### src/rtl/alu_issue_stage.sv
`default_nettype none
// ============================================================================
// Module      : alu_issue_stage
// Description : Execute-stage front end for a combinational ALU. Decodes
//               RV32I OP / OP-IMM / LUI / AUIPC into a 4-bit ALU control
//               code, selects the A/B operands and registers each op behind
//               a valid/ready handshake with a 2-entry skid buffer.
//               Optional macro ALU_ISSUE_STATS_EN adds issue_cnt/stall_cnt.
// Revision    : 1.0 - initial release
// ============================================================================
module alu_issue_stage #(
   parameter int N = 32
) (
   input  logic          clk,
   input  logic          rst,
   input  logic          in_valid,
   output logic          in_ready,
   input  logic [6:0]    opcode,
   input  logic [2:0]    funct3,
   input  logic          funct7b5,
   input  logic [N-1:0]  rs1_data,
   input  logic [N-1:0]  rs2_data,
   input  logic [N-1:0]  imm,
   input  logic [19:0]   uimm,
   input  logic [N-1:0]  pc,
   output logic          out_valid,
   input  logic          out_ready,
   output logic [N-1:0]  alu_a,
   output logic [N-1:0]  alu_b,
   output logic          alu_cin,
   output logic [3:0]    alu_ctrl,
`ifdef ALU_ISSUE_STATS_EN
   output logic [31:0]   issue_cnt,
   output logic [31:0]   stall_cnt,
`endif
   output logic          illegal
);

   localparam logic [6:0] c_OPC_OP    = 7'b0110011;
   localparam logic [6:0] c_OPC_OPIMM = 7'b0010011;
   localparam logic [6:0] c_OPC_LUI   = 7'b0110111;
   localparam logic [6:0] c_OPC_AUIPC = 7'b0010111;

   typedef enum logic [1:0] {
      S_EMPTY = 2'd0,
      S_ONE   = 2'd1,
      S_FULL  = 2'd2
   } state_t;

   state_t         r_state, w_next;
   logic           r_in_ready;
   logic [N-1:0]   r_main_a, r_main_b, r_skid_a, r_skid_b;
   logic [3:0]     r_main_ctrl, r_skid_ctrl;
   logic           r_main_ill, r_skid_ill;

   logic [N-1:0]   w_a, w_b;
   logic [3:0]     w_ctrl;
   logic           w_ill;
   logic           w_in_acc;
   logic           w_load_main_dec, w_load_main_skid, w_load_skid;

   // Shared funct3 map for the non-add/non-shift-right codes of OP and OP-IMM
   function automatic logic [3:0] f3_ctrl(input logic [2:0] f3);
      case (f3)
         3'b001:  f3_ctrl = 4'b0111;
         3'b010:  f3_ctrl = 4'b1001;
         3'b011:  f3_ctrl = 4'b1000;
         3'b100:  f3_ctrl = 4'b0011;
         3'b110:  f3_ctrl = 4'b0010;
         3'b111:  f3_ctrl = 4'b0100;
         default: f3_ctrl = 4'b0000;
      endcase
   endfunction

   // Instruction decode: control code, operand selection and illegal flag
   always_comb begin
      w_ctrl = 4'b0000;
      w_a    = '0;
      w_b    = '0;
      w_ill  = 1'b0;
      case (opcode)
         c_OPC_OP: begin
            w_a = rs1_data;
            w_b = rs2_data;
            case (funct3)
               3'b000:  w_ctrl = funct7b5 ? 4'b0001 : 4'b0000;
               3'b101:  w_ctrl = funct7b5 ? 4'b0110 : 4'b0101;
               default: begin
                  w_ctrl = f3_ctrl(funct3);
                  w_ill  = funct7b5;
               end
            endcase
         end
         c_OPC_OPIMM: begin
            w_a = rs1_data;
            w_b = imm;
            case (funct3)
               3'b000:  w_ctrl = 4'b0000;
               3'b001: begin
                  w_ctrl = 4'b0111;
                  w_b    = {{(N-5){1'b0}}, imm[4:0]};
                  w_ill  = funct7b5;
               end
               3'b101: begin
                  w_ctrl = funct7b5 ? 4'b0110 : 4'b0101;
                  w_b    = {{(N-5){1'b0}}, imm[4:0]};
               end
               default: w_ctrl = f3_ctrl(funct3);
            endcase
         end
         c_OPC_LUI: begin
            w_ctrl = 4'b1011;
            w_b    = {{(N-20){1'b0}}, uimm};
         end
         c_OPC_AUIPC: begin
            w_ctrl = 4'b1100;
            w_a    = pc;
            w_b    = {{(N-20){1'b0}}, uimm};
         end
         default: w_ill = 1'b1;
      endcase
      // Illegal ops still flow through the pipe, but carry a neutral payload
      if (w_ill) begin
         w_ctrl = 4'b0000;
         w_a    = '0;
         w_b    = '0;
      end
   end

   assign w_in_acc  = in_valid && r_in_ready;
   assign out_valid = (r_state != S_EMPTY);
   assign in_ready  = r_in_ready;
   assign alu_a     = r_main_a;
   assign alu_b     = r_main_b;
   assign alu_ctrl  = r_main_ctrl;
   assign illegal   = r_main_ill;
   assign alu_cin   = 1'b0;

   // Skid-buffer occupancy: next state and which register gets loaded
   always_comb begin
      w_next           = r_state;
      w_load_main_dec  = 1'b0;
      w_load_main_skid = 1'b0;
      w_load_skid      = 1'b0;
      case (r_state)
         S_EMPTY: begin
            if (w_in_acc) begin
               w_next          = S_ONE;
               w_load_main_dec = 1'b1;
            end
         end
         S_ONE: begin
            if (w_in_acc && out_ready) begin
               w_load_main_dec = 1'b1;
            end else if (w_in_acc) begin
               w_next      = S_FULL;
               w_load_skid = 1'b1;
            end else if (out_ready) begin
               w_next = S_EMPTY;
            end
         end
         S_FULL: begin
            if (out_ready) begin
               w_next           = S_ONE;
               w_load_main_skid = 1'b1;
            end
         end
         default: w_next = S_EMPTY;
      endcase
   end

   // State register; in_ready is registered as "skid will be empty"
   always_ff @(posedge clk or posedge rst) begin
      if (rst) begin
         r_state    <= S_EMPTY;
         r_in_ready <= 1'b1;
      end else begin
         r_state    <= w_next;
         r_in_ready <= (w_next != S_FULL);
      end
   end

   // Main and skid payload registers
   always_ff @(posedge clk or posedge rst) begin
      if (rst) begin
         r_main_a    <= '0;
         r_main_b    <= '0;
         r_main_ctrl <= 4'b0000;
         r_main_ill  <= 1'b0;
         r_skid_a    <= '0;
         r_skid_b    <= '0;
         r_skid_ctrl <= 4'b0000;
         r_skid_ill  <= 1'b0;
      end else begin
         if (w_load_main_dec) begin
            r_main_a    <= w_a;
            r_main_b    <= w_b;
            r_main_ctrl <= w_ctrl;
            r_main_ill  <= w_ill;
         end else if (w_load_main_skid) begin
            r_main_a    <= r_skid_a;
            r_main_b    <= r_skid_b;
            r_main_ctrl <= r_skid_ctrl;
            r_main_ill  <= r_skid_ill;
         end
         if (w_load_skid) begin
            r_skid_a    <= w_a;
            r_skid_b    <= w_b;
            r_skid_ctrl <= w_ctrl;
            r_skid_ill  <= w_ill;
         end
      end
   end

`ifdef ALU_ISSUE_STATS_EN
   logic [31:0] r_issue_cnt, r_stall_cnt;

   // Free-running wrap-around counters of issued ops and stalled cycles
   always_ff @(posedge clk or posedge rst) begin
      if (rst) begin
         r_issue_cnt <= '0;
         r_stall_cnt <= '0;
      end else begin
         if (out_valid && out_ready)  r_issue_cnt <= r_issue_cnt + 32'd1;
         if (out_valid && !out_ready) r_stall_cnt <= r_stall_cnt + 32'd1;
      end
   end

   assign issue_cnt = r_issue_cnt;
   assign stall_cnt = r_stall_cnt;
`endif

endmodule
`default_nettype wire

### config.mk
export PLATFORM = sky130hd
export DESIGN_NAME = alu_issue_stage
export DESIGN_NICKNAME = d
export VERILOG_FILES = /design/src/rtl/alu_issue_stage.sv
export SDC_FILE = /design/constraint.sdc
export NUM_CORES = 1
export LEC_CHECK = 0
export ABC_CLOCK_PERIOD_IN_PS = 3910
export CAP_MARGIN = 0
export CORE_ASPECT_RATIO = 1.5
export CORE_MARGIN = 2
export CORE_UTILIZATION = 33
export DETAILED_ROUTE_END_ITERATION = 6
export PLACE_DENSITY = 0.7
export SLEW_MARGIN = 20
export SYNTH_ARGS = -nofsm -noshare
export SYNTH_HDL_FRONTEND = slang
export SYNTH_SLANG_ARGS = --single-unit
### constraint.sdc
create_clock -name clk -period 3.91 [get_ports clk]
set_clock_uncertainty 0.05 [all_clocks]
set_input_delay 0.391 -clock clk [delete_from_list [all_inputs] [get_ports clk]]
set_output_delay 0.391 -clock clk [all_outputs]
set_load 0.005 [all_outputs]
# After elaboration in Yosys (flattened, before gate mapping)
# Index checks and enable logic that the tools add are counted.
[word_totals] reg_bits=141 in_bits=163 output_inout_bits=72 elab_cells=71
[classes] eq_ne=14 muxes=37 n_reduce_logical=10
[ops] operator="32-bit two-way mux" n=7
[ops] operator="32-bit case mux with 3 select lines" n=1
[ops] operator="32-bit case mux with 2 select lines" n=1
[ops] operator="4-bit case mux with 6 select lines" n=1
[ops] operator="4-bit case mux with 5 select lines" n=1
[ops] operator="4-bit case mux with 4 select lines" n=1
[ops] operator="7-bit by 5-bit equality test with 1-bit output, second input constant" n=2
[ops] operator="7-bit by 6-bit equality test with 1-bit output, second input constant" n=2
[ops] operator="3-bit equality test, second input constant" n=4
[ops] operator="2-bit two-way mux" n=6
[ops] operator="4-bit two-way mux" n=3
[ops] operator="4-bit case mux with 3 select lines" n=1
[ops] operator="1-bit two-way mux" n=11
[ops] operator="4-bit case mux with 2 select lines" n=1
[ops] operator="2-bit OR reduction" n=4
[ops] operator="3-bit by 2-bit equality test with 1-bit output, second input constant" n=2
[ops] operator="2-bit case mux with 3 select lines" n=1
[ops] operator="2-bit nonzero test" n=2
[ops] operator="3-bit by 1-bit equality test with 1-bit output, second input constant" n=1
[ops] operator="3-bit logical NOT" n=1
[ops] operator="1-bit case mux with 3 select lines" n=1
[ops] operator="2-bit by 1-bit equality test with 1-bit output, second input constant" n=1
[ops] operator="2-bit equality test, second input constant" n=1
[ops] operator="1-bit logical AND" n=2
[ops] operator="other kinds (3)" n=3

# Depth between registers and ports, before layout
# Gate-level depths: netlist of run 1.
[logic_depth] word_depth=6 ltp_mapped=7

# Least setup slack after synthesis of run 1
# No wires, ideal clock.
[synth_path] path_type="register to register" startpoint="register r_in_ready (netlist: in_ready)" endpoint="register r_main_a[11] (netlist: alu_a[11])" setup_ns=0.080 arrival_time_ns=1.462 required_ns=3.780 setup_slack_ns=2.318 path_stages_with_launch=7 n_path_buf=2 path_cell_list="dfstp_2 -> nand3b_4 -> and4bb_1 -> nand3_1 -> buf_6 -> buf_6 -> o22ai_2"
[synth_via] elab_chain_len=5 word_cells_on_any_way=7 classes_between="mux (4); reduce/logical (3)"
[synth_lines] item="start: declaration" line_no="51" rtl="logic r_in_ready;"
[synth_lines] item="start signal: assignment" line_no="179" rtl="r_in_ready <= (w_next != S_FULL);"
[synth_lines] item="1-bit logical AND *" line_no="130" rtl="assign w_in_acc = in_valid && r_in_ready;"
[synth_lines] item="1-bit logical AND" line_no="153" rtl="if (w_in_acc && out_ready) begin"
[synth_lines] item="1-bit two-way mux" line_no="153"
[synth_lines] item="1-bit case mux with 2 select lines *" line_no="145" rtl="case (r_state)"
[synth_lines] item="32-bit two-way mux or 2-bit nonzero test (tied branches)"
[synth_lines] item="end signal: assignment" line_no="196" rtl="r_main_a <= w_a;"
[synth_lines] item="end signal: assignment" line_no="201" rtl="r_main_a <= r_skid_a;"
[synth_lines] item="end: declaration" line_no="52" rtl="logic [N-1:0] r_main_a, r_main_b, r_skid_a, r_skid_b;"
# Every way passes the cells marked *; elsewhere a longest branch is shown, timed or not.
# A chain may end at the register's enable or synchronous reset.

# Worst setup path in the final report of run 1
[layout_path] startpoint="register r_in_ready (netlist: in_ready)" endpoint="register r_main_a[4] (netlist: alu_a[4])"
# Same word-level chain as after synthesis.

==> flow_summary_export.csv, run 1 <==
group,metric,value,unit
status,outcome,"complete, no violations",
finish,final-seq-area,3530,sq um
clocking,hold_buffers,0,
finish,drive_gt1_share,9.38,%
clocking,cts_tree,"yes",
worst_setup_path,crit_type,"reg2reg",
floorplan,io_pins,235,
floorplan,die_w,124,microns
clocking,post_cts_buffers,0,
synthesis,yosys_warnings,0,
job,max_cap_violations,0,
finish,multi_input_area,3110,sq um
pwr,power_leakage,4.22,nW
global_route,grt_max_degree,57,
worst_setup_path,required,4.20,ns
detailed_routing,viasPerCell,5.28,
clocking,root_buffer,"clkbuf_16",
worst_setup_path,reg2reg_to,"alu_a[4]",
finish,area_growth,44.1,%
detailed_routing,drtAntennaViolNets,0,
timing,fmax,416,MHz
floorplan,die_area,22600,sq um
timing,finalCriticalPeriod,2.40,ns
finish,antenna_cells,0,
clocking,clkLatencyLatePin,0.41,ns
synthesis,ys_seq_elements,141,
synthesis,synth.avg_cell_area,9.43,sq um
timing,max_slew.worst_pin.slew,0.919,ns
worst_setup_path,r2r-start,"in_ready",
clocking,cts_resized,0,
detailed_routing,routed_wl,22400,microns
worst_setup_path,arrival,2.69,ns
detailed_routing,drc_errors,0,
global_route,first_global_vias,6605,
global_route,antenna_found_initial,0,
finish,fin_area,10200,sq um
placement,io_buffers,233,
global_route,gr-total-overflow,0,
pwr,vdd_drop_max,0.237,mV
floorplan,dieHeight,183,microns
detailed_routing,drt_iter0_drc,391,
timing,rsz0062_at_grt,"no",
synthesis,yosysTopAreaCell,"dfrtp_1",
floorplan,placementRows,65,
finish,nets,1110,
timing,holdWs,0.256,ns
placement,post_dp_cell_area,9530,sq um
detailed_routing,wire_per_inst,18.2,microns
global_route,grtUsageTotal,19.9,%
synthesis,post_synth_inst_count,750,
timing,drv_slew,0,
worst_setup_path,rr_worst_depth,5,
synthesis,ys_async_sr_fraction,100,%
min_path,worstHoldPathType,"in2async",
worst_setup_path,r2r_slack,1.51,ns
detailed_routing,drt_first_pass_iters,4,
clocking,h-tree-depth,4,
synthesis,synthFlopType,"dfrtp_1",
placement,dpl.hpwl,15300,microns
finish,post-route-util,48.4,%
synthesis,synth_edf_count,0,
clocking,path_clk_slew,0.06,ns
synthesis,post_synth_main_area_contributors,"dfrtp_1, o22ai_2, a21oi_1",
synthesis,synth_area,7070,sq um
timing,timing.final.crit_share,61.5,%
worst_setup_path,endpoint_kind,"flip-flop",
timing,finalSetupTns,0,ns
timing,hold_viol_final,0,
clocking,cts_buffers,17,
detailed_routing,vias,6482,
worst_setup_path,crit_fanout,46,
clocking,clockBufferDepth,2,
placement,gp_congestion,0.821,
timing,setup_viol,0,
timing,max_slew_margin,38.5,%
pwr,power_density,481,nW/um^2
floorplan,coreArea,21100,sq um
synthesis,synthesis.nets,913,
synthesis,yosysSeqAreaShare,49.9,%
clocking,cts_num_sinks,141,
worst_setup_path,critPathLaunchType,"flip-flop",
finish,fill_cells,1990,
synthesis,ys_types,41,
floorplan,start_util,33.6,%
global_route,grt_pass1_wl,34900,microns
synthesis,yosys.area.top_type_share,49.5,%
cell families (layout without fill, tap and decap cells):
| family | count (synthesis) | count (layout) | synth area share [%] |
|---|---|---|---|
| AOI/OAI and AO/OA | 315 | 315 | 29.8 |
| DFF | 141 | 141 | 49.9 |
| other | 1 | 1 | 0.0530 |
| muxes | 6 | 6 | 0.849 |
| and+or+nand+nor | 195 | 195 | 12.8 |
| buffers and inverters | 92 | 302 | 6.58 |
per-layer routing:
| metal | global-route usage [%] | routed length, microns |
|---|---|---|
| met3 | 2.89 | 990 |
| met1 | 23.7 | 8960 |
| met4 | 7.86 | 544 |
| met5 | 0 | 0 |
| met2 | 35.3 | 11900 |
critical path: stages, from the launching register on:
cell and delay [ns]:
dfstp_2 0.59, nand3b_4 0.10, and4bb_1 0.40, nand3_4 0.56, buf_4 0.46, o22ai_2 0.15
layout make-up:
cell class,count,share of cell area (%)
flip-flops and latches,141,34.6
multi-input cells,517,30.5
repair buffers,250,24.6
clock buffers,24,5.02
well taps,268,3.29
clock inverters,8,1.25
inverters,20,0.773
power by group:
group	leakage (nW)	internal, mW	switching (mW)
logic	1.98	0.750	0.602
clock network	0.309	1.11	0.610
registers	1.93	1.68	0.150
state kept, by name, summed over array words and instances, names as in the netlist, 2 cells and up:
signal	count
alu_a	32
alu_b	32
alu_ctrl	4
r_skid_a	32
r_skid_b	32
r_skid_ctrl	4
r_state	2
cell usage after synthesis (19+ instances only):
| cell type | number |
|---|---|
| buf_2 | 27 |
| dfrtp_1 | 140 |
| clkbuf_1 | 30 |
| inv_1 | 19 |
| o21ai_1 | 49 |
| o22ai_1 | 25 |
| o21ai_0 | 36 |
| o211ai_1 | 22 |
| a22oi_1 | 44 |
| nand2_1 | 74 |
| o22ai_2 | 30 |
| nand2b_1 | 36 |
| nor2_1 | 62 |
| a21oi_1 | 71 |
worst max-delay path by stage:
stage / from / endpoint / cells after the start
2_1_floorplan: rst / alu_a[0] / 1
3_3_place_gp: opcode[2] / alu_b[2] / 7
3_5_place_dp: in_valid / alu_a[4] / 6
4_1_cts: in_ready / alu_a[4] / 5
5_1_grt: opcode[6] / r_skid_b[30] / 5
6_report: in_ready / alu_a[4] / 5
cell usage in the layout, fill, tap and decap left out, types with 3 or more instances in the layout:
| cell | Yosys | routed |
|---|---|---|
| nand4_1 | 3 | 3 |
| nor2b_1 | 5 | 4 |
| inv_1 | 19 | 18 |
| a32oi_1 | 13 | 13 |
| buf_4 | 7 | 13 |
| a22oi_1 | 44 | 44 |
| nand2b_1 | 36 | 35 |
| nor2_1 | 62 | 62 |
| o21ai_1 | 49 | 49 |
| o211ai_1 | 22 | 22 |
| mux2i_1 | 6 | 6 |
| a31oi_1 | 3 | 3 |
| clkbuf_8 | 0 | 6 |
| clkdlybuf4s50_1 | 0 | 232 |
| o22ai_2 | 30 | 30 |
| o21ai_0 | 36 | 36 |
| nand2_1 | 74 | 74 |
| clkinvlp_4 | 0 | 3 |
| buf_12 | 0 | 4 |
| clkbuf_16 | 0 | 17 |
| o31ai_1 | 15 | 15 |
| bufinv_16 | 0 | 3 |
| dfrtp_1 | 140 | 140 |
| a21oi_1 | 71 | 71 |
| o22ai_1 | 25 | 25 |
through the flow:
stage | cells | setup slack [ns] | power [mW]
final | 1228 | 1.51 | 4.90
after global routing | 1228 | 1.35 | 5.16
after CTS | 1227 | 1.47 | 4.96
after detailed placement | 1195 | 1.07 | 3.23
after global placement | 1195 | 1.10 | 3.20
after floorplan | 750 | 1.71 | 2.41
No activity file was read; power rests on OpenSTA's default activity.
==> run 2, diff against run 1 <==
Settings changed: ABC_CLOCK_PERIOD_IN_PS 3910 to 2100.
Clock period 3.91 ns to 2.1 ns, I/O delays scaled along.
==> flow_summary_export.csv, run 2 (synthesis gave the netlist of run 1 again) <==
group,metric,value,unit
timing,finalSetupTns,0,ns
detailed_routing,vias,6564,
job,max_cap_violations,0,
timing,finalCriticalPeriod,1.87,ns
pwr,p_total,8.91,mW
pwr,vdd_drop_max,0.566,mV
pwr,power_density,859,nW/um^2
timing,timing.final.crit_share,89.2,%
finish,area_growth,46.7,%
floorplan,die_area,22600,sq um
global_route,grt_max_degree,57,
floorplan,start_util,33.6,%
floorplan,dieHeight,183,microns
global_route,grt_pass1_wl,35600,microns
finish,antenna_cells,0,
placement,preCtsSetupSlack,0.0155,ns
global_route,first_global_vias,6642,
timing,max_slew.worst_pin.slew,0.901,ns
timing,fmax,534,MHz
placement,dpl.hpwl,15800,microns
clocking,h-tree-depth,4,
timing,setup_viol,0,
floorplan,placementRows,65,
clocking,cts_num_sinks,141,
floorplan,io_pins,235,
placement,gp_congestion,0.840,
worst_setup_path,crit_type,"reg2out",
floorplan,coreArea,21100,sq um
clocking,cts_buffers,17,
detailed_routing,routed_wl,22600,microns
clocking,root_buffer,"clkbuf_16",
placement,io_buffers,233,
worst_setup_path,reg2reg_to,"alu_a[31]",
global_route,gr-total-overflow,0,
timing,hold_viol_final,0,
worst_setup_path,r2r-start,"in_ready",
worst_setup_path,critPathLaunchType,"flip-flop",
global_route,antenna_found_initial,0,
floorplan,die_w,124,microns
pwr,power_leakage,4.33,nW
worst_setup_path,rr_worst_depth,5,
detailed_routing,wire_per_inst,18.1,microns
detailed_routing,drt_iter0_drc,356,
clocking,hold_buffers,0,
clocking,post_cts_buffers,0,
finish,drive_gt1_share,11.1,%
worst_setup_path,required,1.84,ns
finish,layout_common_cells,"clkdlybuf4s50_1, dfrtp_1, nand2_1",
detailed_routing,drc_errors,0,
detailed_routing,drtAntennaViolNets,0,
worst_setup_path,endpoint_kind,"output port",
status,outcome,"complete, no violations",
min_path,worstHoldPathType,"in2async",
clocking,clkLatencyLatePin,0.41,ns
detailed_routing,viasPerCell,5.26,
worst_setup_path,r2r_slack,0.36,ns
timing,drv_slew,0,
timing,setup_ws,0.228,ns
global_route,grtUsageTotal,20.2,%
finish,final_common_cell,"clkdlybuf4s50_1",
timing,max_slew_margin,39.7,%
clocking,cts_tree,"yes",
clocking,path_clk_slew,0.06,ns
worst_setup_path,crit_fanout,7,
timing,rsz0062_at_grt,"no",
clocking,clockBufferDepth,2,
worst_setup_path,arrival,1.61,ns
clocking,cts_resized,0,
finish,nets,1131,
detailed_routing,drt_first_pass_iters,5,
-- run 2: layout make-up --
cell class | count | area, sq um
multi-input cells | 517 | 3100
clock buffers | 20 | 447
fillers | 1968 | 10700
flip-flops and latches | 141 | 3530
clock inverters | 11 | 119
inverters | 20 | 78.8
repair buffers | 271 | 2760
well taps | 268 | 335
-- run 2: how the worst max path moves through the flow --
stage | start | end | slack [ns] | cells past startpoint
floorplan | rst | alu_a[0] | 0.08 | 1
global placement | funct3[0] | alu_b[29] | 0.04 | 5
detailed placement | funct3[0] | alu_b[21] | 0.02 | 5
CTS | r_state[0] | out_valid | 0.20 | 2
global route | r_state[1] | out_valid | 0.17 | 2
finish | r_state[0] | out_valid | 0.23 | 2
-- run 2: through the flow --
| stage | hold WS (ns) | instances | util [%] | cell area (sq um) |
|---|---|---|---|---|
| after CTS | 0.102 | 1248 | 49.3 | 10400 |
| after global placement | 0.411 | 1217 | 46.6 | 9810 |
| after global routing | 0.134 | 1248 | 49.3 | 10400 |
| after floorplan | 0.300 | 750 | - | 7080 |
| after detailed placement | 0.417 | 1217 | 46.6 | 9810 |
| final | 0.110 | 1248 | 49.3 | 10400 |
-- run 2: routing by layer --
layer	vias up	routed length [microns]	GRT usage, %
met5	-	0	0
met4	0	590	7.05
met3	31	1040	3.58
met2	178	12000	35.3
met1	3210	8930	24.6
li1	3145	-	-
-- run 2: critical path: stages, from the launching register on --
cell,delay (ns)
dfrtp_1,0.43
or2_2,0.31
clkdlybuf4s50_1,0.46
-- run 2: where the power goes --
group,leakage (nW),internal [mW],switching (mW)
combinational,2.11,1.46,1.14
clock,0.280,1.77,1.15
sequential,1.93,3.13,0.257
total,4.33,6.36,2.55
